<file path="src/rtl/formant_freq_tracker_if.sv">
// Formant tracker bus: phi frame input, smoothing control, and result handshake.
// Latency: none, this is wiring only.
// Backpressure: out_ready_in from the consumer; the phi side has no ready and relies on drop counting.
interface formant_freq_tracker_if #(
   parameter int FREQ_WIDTH = 16
);
   logic [31:0]           phi_1_in;
   logic [31:0]           phi_2_in;
   logic [31:0]           phi_3_in;
   logic [31:0]           phi_4_in;
   logic [31:0]           phi_5_in;
   logic                  phi_valid_in;
   logic                  smooth_clr_in;
   logic                  out_ready_in;
   logic [FREQ_WIDTH-1:0] freq_1_out;
   logic [FREQ_WIDTH-1:0] freq_2_out;
   logic [FREQ_WIDTH-1:0] freq_3_out;
   logic [FREQ_WIDTH-1:0] freq_4_out;
   logic [FREQ_WIDTH-1:0] freq_5_out;
   logic                  out_valid;
   logic                  busy_out;
   logic [7:0]            drop_count;

   // Tracker side
   modport slave (
      input  phi_1_in, phi_2_in, phi_3_in, phi_4_in, phi_5_in,
      input  phi_valid_in, smooth_clr_in, out_ready_in,
      output freq_1_out, freq_2_out, freq_3_out, freq_4_out, freq_5_out,
      output out_valid, busy_out, drop_count
   );

   // Producer/consumer side
   modport master (
      output phi_1_in, phi_2_in, phi_3_in, phi_4_in, phi_5_in,
      output phi_valid_in, smooth_clr_in, out_ready_in,
      input  freq_1_out, freq_2_out, freq_3_out, freq_4_out, freq_5_out,
      input  out_valid, busy_out, drop_count
   );
endinterface

</file>
<file path="src/rtl/formant_freq_tracker.sv">
// Converts five formant angles to Hz, sorts them ascending and smooths each slot against the last frame.
// Latency: out_valid rises after the 20th edge following the edge that accepts the frame.
// Backpressure: result held until out_ready_in; frames arriving while busy are dropped and counted.
module formant_freq_tracker #(
   parameter int FORMANTS    = 5,
   parameter int MAX_FREQ    = 5000,
   parameter int FREQ_WIDTH  = 16,
   parameter int ALPHA_SHIFT = 2
) (
   input  logic                   clk_in,
   input  logic                   rst_in,
   formant_freq_tracker_if.slave  bus
);

   typedef enum logic [2:0] {S_IDLE, S_SCALE, S_SORT, S_SMOOTH, S_OUTPUT} state_t;

   state_t                state_q, state_d;
   logic [3:0]            cnt_q, cnt_d;
   logic [15:0]           phi_q   [FORMANTS];
   logic [FREQ_WIDTH-1:0] f_q     [FORMANTS];
   logic [FREQ_WIDTH-1:0] y_q     [FORMANTS];
   logic [FREQ_WIDTH-1:0] freq_q  [FORMANTS];
   logic                  out_valid_q;
   logic                  first_q;
   logic                  use_first_q;
   logic [7:0]            drop_q;

   logic                    accept;
   logic                    last_smooth;
   logic [2:0]              slot;
   logic [2:0]              sort_a, sort_b;
   logic [31:0]             prod;
   logic [FREQ_WIDTH-1:0]   scaled;
   logic signed [FREQ_WIDTH:0] diff, diff_sh, sum;
   logic [FREQ_WIDTH-1:0]   y_new;

   // Only the top 16 bits of each angle carry weight in the Hz conversion.
   logic unused_phi_lsbs;
   assign unused_phi_lsbs = ^{bus.phi_1_in[15:0], bus.phi_2_in[15:0], bus.phi_3_in[15:0],
                              bus.phi_4_in[15:0], bus.phi_5_in[15:0]};

   assign accept      = (state_q == S_IDLE) && bus.phi_valid_in;
   assign last_smooth = (state_q == S_SMOOTH) && (cnt_q == 4'd4);
   assign slot        = cnt_q[2:0];

   // Next-state logic: fixed-length SCALE/SORT/SMOOTH phases, OUTPUT waits for the handshake.
   always_comb begin
      state_d = state_q;
      cnt_d   = cnt_q;
      case (state_q)
         S_IDLE:   if (bus.phi_valid_in) begin state_d = S_SCALE; cnt_d = 4'd0; end
         S_SCALE:  if (cnt_q == 4'd4) begin state_d = S_SORT; cnt_d = 4'd0; end
                   else cnt_d = cnt_q + 4'd1;
         S_SORT:   if (cnt_q == 4'd9) begin state_d = S_SMOOTH; cnt_d = 4'd0; end
                   else cnt_d = cnt_q + 4'd1;
         S_SMOOTH: if (cnt_q == 4'd4) begin state_d = S_OUTPUT; cnt_d = 4'd0; end
                   else cnt_d = cnt_q + 4'd1;
         S_OUTPUT: if (out_valid_q && bus.out_ready_in) state_d = S_IDLE;
         default:  state_d = S_IDLE;
      endcase
   end

   // Datapath helpers: shared multiplier, sorting-network pair select, smoothing step.
   always_comb begin
      prod   = 32'(phi_q[slot]) * 32'(MAX_FREQ);
      scaled = FREQ_WIDTH'(prod >> 16);
      case (cnt_q)
         4'd1, 4'd5, 4'd8: sort_a = 3'd1;
         4'd2, 4'd6:       sort_a = 3'd2;
         4'd3:             sort_a = 3'd3;
         default:          sort_a = 3'd0;
      endcase
      sort_b  = sort_a + 3'd1;
      diff    = $signed({1'b0, f_q[slot]}) - $signed({1'b0, y_q[slot]});
      diff_sh = diff >>> ALPHA_SHIFT;
      sum     = $signed({1'b0, y_q[slot]}) + diff_sh;
      y_new   = use_first_q ? f_q[slot] : sum[FREQ_WIDTH-1:0];
   end

   // Control state: FSM, handshake flag, drop counter and first-frame bookkeeping.
   always_ff @(posedge clk_in or negedge rst_in) begin
      if (!rst_in) begin
         state_q     <= S_IDLE;
         cnt_q       <= 4'd0;
         out_valid_q <= 1'b0;
         drop_q      <= 8'd0;
         first_q     <= 1'b1;
         use_first_q <= 1'b0;
      end else begin
         state_q <= state_d;
         cnt_q   <= cnt_d;
         if (last_smooth)
            out_valid_q <= 1'b1;
         else if ((state_q == S_OUTPUT) && bus.out_ready_in)
            out_valid_q <= 1'b0;
         if (bus.phi_valid_in && (state_q != S_IDLE) && (drop_q != 8'hFF))
            drop_q <= drop_q + 8'd1;
         // The accepted frame consumes any pending clear; a clear seen later waits for the next frame.
         if (accept) begin
            use_first_q <= first_q | bus.smooth_clr_in;
            first_q     <= 1'b0;
         end else if (bus.smooth_clr_in) begin
            first_q <= 1'b1;
         end
      end
   end

   // Data registers: capture, scale, compare-exchange, smooth and publish.
   always_ff @(posedge clk_in or negedge rst_in) begin
      if (!rst_in) begin
         for (int i = 0; i < FORMANTS; i++) begin
            phi_q[i]  <= '0;
            f_q[i]    <= '0;
            y_q[i]    <= '0;
            freq_q[i] <= '0;
         end
      end else begin
         if (accept) begin
            phi_q[0] <= bus.phi_1_in[31:16];
            phi_q[1] <= bus.phi_2_in[31:16];
            phi_q[2] <= bus.phi_3_in[31:16];
            phi_q[3] <= bus.phi_4_in[31:16];
            phi_q[4] <= bus.phi_5_in[31:16];
         end
         if (state_q == S_SCALE)
            f_q[slot] <= scaled;
         if ((state_q == S_SORT) && (f_q[sort_a] > f_q[sort_b])) begin
            f_q[sort_a] <= f_q[sort_b];
            f_q[sort_b] <= f_q[sort_a];
         end
         if (state_q == S_SMOOTH)
            y_q[slot] <= y_new;
         if (last_smooth) begin
            for (int i = 0; i < FORMANTS; i++)
               freq_q[i] <= (i == int'(slot)) ? y_new : y_q[i];
         end
      end
   end

   assign bus.freq_1_out = freq_q[0];
   assign bus.freq_2_out = freq_q[1];
   assign bus.freq_3_out = freq_q[2];
   assign bus.freq_4_out = freq_q[3];
   assign bus.freq_5_out = freq_q[4];
   assign bus.out_valid  = out_valid_q;
   assign bus.busy_out   = (state_q != S_IDLE);
   assign bus.drop_count = drop_q;

endmodule

</file>
<file path="src/flat_wrapper.sv">
// flat-port wrapper written by rule: the top's interface ports become plain ports
module formant_freq_tracker_flat 
#(
   parameter int FORMANTS    = 5,
   parameter int MAX_FREQ    = 5000,
   parameter int FREQ_WIDTH  = 16,
   parameter int ALPHA_SHIFT = 2
)
  (clk_in, rst_in, bus_phi_1_in, bus_phi_2_in, bus_phi_3_in, bus_phi_4_in, bus_phi_5_in, bus_phi_valid_in, bus_smooth_clr_in, bus_out_ready_in, bus_freq_1_out, bus_freq_2_out, bus_freq_3_out, bus_freq_4_out, bus_freq_5_out, bus_out_valid, bus_busy_out, bus_drop_count);
  formant_freq_tracker_if #(.FREQ_WIDTH(FREQ_WIDTH)) bus_i ();
  input  logic clk_in;
  input  logic rst_in;
  input wire logic [$bits(bus_i.phi_1_in)-1:0] bus_phi_1_in;
  input wire logic [$bits(bus_i.phi_2_in)-1:0] bus_phi_2_in;
  input wire logic [$bits(bus_i.phi_3_in)-1:0] bus_phi_3_in;
  input wire logic [$bits(bus_i.phi_4_in)-1:0] bus_phi_4_in;
  input wire logic [$bits(bus_i.phi_5_in)-1:0] bus_phi_5_in;
  input wire logic [$bits(bus_i.phi_valid_in)-1:0] bus_phi_valid_in;
  input wire logic [$bits(bus_i.smooth_clr_in)-1:0] bus_smooth_clr_in;
  input wire logic [$bits(bus_i.out_ready_in)-1:0] bus_out_ready_in;
  output wire logic [$bits(bus_i.freq_1_out)-1:0] bus_freq_1_out;
  output wire logic [$bits(bus_i.freq_2_out)-1:0] bus_freq_2_out;
  output wire logic [$bits(bus_i.freq_3_out)-1:0] bus_freq_3_out;
  output wire logic [$bits(bus_i.freq_4_out)-1:0] bus_freq_4_out;
  output wire logic [$bits(bus_i.freq_5_out)-1:0] bus_freq_5_out;
  output wire logic [$bits(bus_i.out_valid)-1:0] bus_out_valid;
  output wire logic [$bits(bus_i.busy_out)-1:0] bus_busy_out;
  output wire logic [$bits(bus_i.drop_count)-1:0] bus_drop_count;
  assign bus_i.phi_1_in = bus_phi_1_in;
  assign bus_i.phi_2_in = bus_phi_2_in;
  assign bus_i.phi_3_in = bus_phi_3_in;
  assign bus_i.phi_4_in = bus_phi_4_in;
  assign bus_i.phi_5_in = bus_phi_5_in;
  assign bus_i.phi_valid_in = bus_phi_valid_in;
  assign bus_i.smooth_clr_in = bus_smooth_clr_in;
  assign bus_i.out_ready_in = bus_out_ready_in;
  assign bus_freq_1_out = bus_i.freq_1_out;
  assign bus_freq_2_out = bus_i.freq_2_out;
  assign bus_freq_3_out = bus_i.freq_3_out;
  assign bus_freq_4_out = bus_i.freq_4_out;
  assign bus_freq_5_out = bus_i.freq_5_out;
  assign bus_out_valid = bus_i.out_valid;
  assign bus_busy_out = bus_i.busy_out;
  assign bus_drop_count = bus_i.drop_count;
  formant_freq_tracker #(.FORMANTS(FORMANTS), .MAX_FREQ(MAX_FREQ), .FREQ_WIDTH(FREQ_WIDTH), .ALPHA_SHIFT(ALPHA_SHIFT)) u_core (.clk_in(clk_in), .rst_in(rst_in), .bus(bus_i));
endmodule
</file>
<file path="config.mk">
export PLATFORM = sky130hd
export DESIGN_NAME = formant_freq_tracker_flat
export DESIGN_NICKNAME = d
export VERILOG_FILES = /design/src/rtl/formant_freq_tracker_if.sv /design/src/rtl/formant_freq_tracker.sv /design/src/flat_wrapper.sv
export SDC_FILE = /design/constraint.sdc
export NUM_CORES = 1
export LEC_CHECK = 0
export ABC_AREA = 1
export ABC_CLOCK_PERIOD_IN_PS = 6050
export BUFFER_PORTS_ARGS = -buffer_cell sky130_fd_sc_hd__buf_4
export CAP_MARGIN = 10
export CELL_PAD_IN_SITES_DETAIL_PLACEMENT = 1
export CELL_PAD_IN_SITES_GLOBAL_PLACEMENT = 2
export CORE_ASPECT_RATIO = 1.1
export CORE_MARGIN = 4
export CORE_UTILIZATION = 34
export CTS_CLUSTER_SIZE = 14
export DETAILED_ROUTE_END_ITERATION = 12
export PLACE_DENSITY = 0.77
export SLEW_MARGIN = 20
export SYNTH_ARGS = -nofsm -noshare
export SYNTH_HDL_FRONTEND = slang
export SYNTH_SLANG_ARGS = --single-unit
</file>
<file path="constraint.sdc">
create_clock -name clk_in -period 6.05 [get_ports clk_in]
set_clock_uncertainty 0.15 [all_clocks]
set_input_delay 0.605 -clock clk_in [delete_from_list [all_inputs] [get_ports clk_in]]
set_output_delay 0.605 -clock clk_in [all_outputs]
set_load 0.05 [all_outputs]
</file>
==> flow_summary.json <==
{
  "initial_core_util_pct": 34.2,
  "synth_edf_count": 0,
  "yosysUniqueCellTypes": 62,
  "path_buf_inv": 6,
  "drive_gt1_share_pct": 13.1,
  "worstPathCellList": "buf_12, nor2_4, nand2_2, buf_4, o22ai_1, nor4_1, buf_4, inv_1, fa_1, ha_1, inv_1, fa_1, inv_1, ha_1, ha_1, ha_1, a21oi_1, o21ai_0, a21oi_1, nand3_1, a21oi_1, o22ai_1",
  "io_buffers": 174,
  "final_nets": 3550,
  "rrSetupSlack_ns": 0.35,
  "drt_iter0_drc": 1289,
  "finalNonFillerCells": 4102,
  "critPathCaptureType": "register",
  "crit_top_cell": "ha_1",
  "numCtsBuffers": 41,
  "yosysSeqAreaShare_pct": 38.0,
  "routed_wirelength_mm": 87.0,
  "clkSlewWorstSetupHoldPaths_ns": 0.06,
  "root_buffer": "clkbuf_16",
  "crit_family": "adder cells",
  "clock_path_buffers": 3,
  "gr-total-overflow": 0,
  "place.gp.congestion": 0.875,
  "hold_viol": 0,
  "grt_first_pass_wirelength_mm": 135,
  "yosysWarnings": 0,
  "dr.pass1.iters": 5,
  "reg2reg_to": "u_core.f_q[10]$_DFF_PN0_",
  "design.core.area_um2": 65000,
  "setup_viol": 0,
  "outcome": "completed",
  "clk-insertion-delay-late_ns": 0.57,
  "ys_ff_latch": 338,
  "maxCapViolCount": 0,
  "r2r-start": "u_core.cnt_q[0]$_DFFE_PN0P_",
  "routed-via-count": 21700,
  "async_flop_share_pct": 100,
  "cts.sinks": 338,
  "fin_crit_sh_pct": 94.2,
  "worstHoldPathCells": 3,
  "dr_wl_met3_mm": 4.01,
  "cts_tree": "done",
  "antenna_found_initial": 0,
  "antenna_cells_inserted": 0,
  "dp_hpwl_mm": 62.1,
  "min_period_ns": 5.70,
  "required_ns": 6.34,
  "tns_ns": 0,
  "vias_per_cell": 5.28,
  "min_from": "bus_phi_4_in[22]",
  "syn-cell-area_um2": 22300,
  "die_area_um2": 69600,
  "cp_max_fo": 22,
  "area_growth_syn_to_layout_pct": 18.8,
  "route.detailed.drc": 0,
  "die_h_um": 276,
  "top_layer_used": "met4",
  "grt_max_degree": 155,
  "start_kind": "register",
  "critical_path_arrival_ns": 5.99,
  "met1_length_mm": 37.1,
  "synthCells": 3024,
  "holdPathEnd": "u_core.phi_q[22]$_DFFE_PN0P_",
  "syn-mean-instance-area_um2": 7.36,
  "hold_class": "primary input to register",
  "first_global_vias": 23200,
  "drv_slew": 0,
  "critical_path_cell_count": 22,
  "wl_met2_mm": 42.6,
  "die_w_um": 252,
  "reg2reg_depth": 22,
  "dp_cells": 4023,
  "slew_headroom_pct": 31.4,
  "synth_flop_cell": "dfrtp_1",
  "synth_nets": 3349,
  "cpPeakStageDelay_ns": 0.53,
  "worst_slew_pin_slew_ns": 1.03,
  "wl_per_cell_um": 21.2,
  "ant_nets": 0,
  "rows": 98,
  "cp_slowest_cell": "fa_1",
  "grt.total_usage_pct": 24.6,
  "htree_num_levels": 2,
  "crit_type": "register to register",
  "ios": 255,
  "fmax_mhz": 175
}
-- synth_stat cells (4+ instances only) --
| cell | n | area, µm² |
|---|---|---|
| o211ai_1 | 25 | 188 |
| clkinv_1 | 7 | 26.3 |
| o21ai_1 | 29 | 145 |
| o21ai_0 | 341 | 1710 |
| xor2_2 | 4 | 65.1 |
| nor3_1 | 9 | 45.0 |
| nor2_1 | 178 | 668 |
| nor2_4 | 4 | 45.0 |
| o21bai_1 | 6 | 45.0 |
| nand3_1 | 87 | 435 |
| nand2_1 | 815 | 3060 |
| xnor2_1 | 15 | 131 |
| clkbuf_1 | 106 | 398 |
| inv_1 | 402 | 1510 |
| fa_1 | 27 | 541 |
| nand4_1 | 7 | 43.8 |
| nand2_2 | 16 | 100 |
| buf_1 | 11 | 41.3 |
| a31oi_1 | 12 | 75.1 |
| nor4_1 | 30 | 188 |
| inv_2 | 10 | 37.5 |
| a21oi_1 | 207 | 1040 |
| o22ai_1 | 48 | 300 |
| a32oi_1 | 4 | 35.0 |
| ha_1 | 133 | 1660 |
| buf_2 | 21 | 105 |
| a221oi_1 | 4 | 35.0 |
| a211oi_1 | 14 | 105 |
| o31ai_1 | 10 | 75.1 |
| a22oi_1 | 17 | 128 |
| dfrtp_1 | 337 | 8430 |
| a22o_1 | 4 | 35.0 |
| a21o_1 | 7 | 52.6 |
| o221ai_1 | 10 | 87.6 |
| xor2_1 | 27 | 236 |
-- flip-flops by register name, indices dropped and copies added, names as in the netlist --
name and flops:
u_core.bus.freq_5_out 16, u_core.first_q 1, u_core.bus.freq_2_out 16, u_core.use_first_q 1
u_core.f_q 80, u_core.cnt_q 4, u_core.bus.freq_3_out 16, u_core.bus.drop_count 8
u_core.bus.out_valid 1, u_core.bus.freq_4_out 16, u_core.bus.freq_1_out 16, u_core.state_q 3
u_core.y_q 80, u_core.phi_q 80
-- per-layer routing --
metal  vias to the layer above  GRT usage, %
met5                         -             0
met2                       445          42.7
met4                         0          8.43
li1                      10300             -
met3                       154          3.70
met1                     10800          31.2
-- kinds of logic after synthesis --
group	count (synthesis)	synth area share (%)
AND/OR/NAND/NOR	1159	21.2
AO/OA/AOI/OAI	759	19.2
buffers and inverters	561	9.70
flip-flops	338	38.0
adder cells (fa/ha/maj)	160	9.91
XOR/XNOR	46	1.95
multiplexers	1	0.0506
-- per-stage QoR --
step	hold WS [ns]	util, %	setup WS, ns	instance area [µm²]
after floorplan	0.159	-	0.485	22300
after global placement	0.302	38.5	0.149	25000
after detailed placement	0.311	38.5	0.0319	25100
after CTS	0.0626	40.5	0.00305	26300
after global routing	0.0933	40.7	-0.000234	26400
final	0.0945	40.7	0.349	26400
-- how the worst max path moves through the flow --
stage,startpoint,to,slack [ns]
2_1_floorplan,u_core.cnt_q[1]$_DFFE_PN0P_,u_core.f_q[23]$_DFF_PN0_,0.48
3_3_place_gp,u_core.cnt_q[1]$_DFFE_PN0P_,u_core.f_q[23]$_DFF_PN0_,0.15
3_5_place_dp,u_core.cnt_q[1]$_DFFE_PN0P_,u_core.f_q[23]$_DFF_PN0_,0.03
4_1_cts,u_core.cnt_q[1]$_DFFE_PN0P_,u_core.f_q[23]$_DFF_PN0_,0.003
5_1_grt,u_core.cnt_q[2]$_DFFE_PN0P_,u_core.f_q[23]$_DFF_PN0_,-0.0002
6_report,u_core.cnt_q[0]$_DFFE_PN0P_,u_core.f_q[10]$_DFF_PN0_,0.35
-- area by class of cell --
type | count | area, µm²
Timing Repair Buffer | 299 | 2370
Fill cell | 8037 | 38500
Tap cell | 850 | 1060
Inverter | 420 | 1580
Multi-Input combinational cell | 2125 | 11700
Clock buffer | 63 | 1160
Clock inverter | 7 | 92.6
Sequential cell | 338 | 8460
-- placed cells by master, fill, tap and decap left out, drive strengths merged, types with 6 or more instances in the layout --
cell	synthesis	final
clkbuf	106	63
o221ai	10	10
a21o	7	7
inv	412	414
clkinv	8	11
nand3	91	91
a21oi	208	208
nor4	31	31
xnor2	15	15
fa	27	27
a31oi	12	12
o22ai	49	49
o211ai	25	25
o31ai	12	12
buf	35	298
nor3	9	9
dfrtp	337	337
nand4	7	7
xor2	31	31
o21bai	6	6
nand2	833	833
a211oi	14	14
nor2	184	184
ha	133	133
a22oi	17	17
o21ai	372	372
-- what timing repair did --
| item | CTS | global route |
|---|---|---|
| gates resized for setup | 0 | 18 |
| buffers inserted | 0 | 8 |
| hold buffers | 1 | 0 |
| endpoints found under the hold margin | 70 | 0 |
| endpoints found under the setup margin | 0 | 82 |
-- worst reg2reg max path, stage by stage, from the launching register on --
cell     delay [ns]
dfrtp_2        0.43
buf_12         0.16
nor2_4         0.06
nand2_2        0.09
buf_4          0.39
o22ai_1        0.19
nor4_1         0.24
buf_4          0.22
inv_1          0.12
fa_1           0.51
ha_1           0.29
inv_1          0.05
fa_1           0.53
inv_1          0.04
ha_1           0.28
ha_1           0.30
ha_1           0.35
a21oi_1        0.24
o21ai_0        0.17
a21oi_1        0.21
nand3_1        0.23
a21oi_1        0.23
o22ai_1        0.10
Power is not shown: default switching activity piles up to over one toggle a cycle in this logic, so the estimate is an artifact.
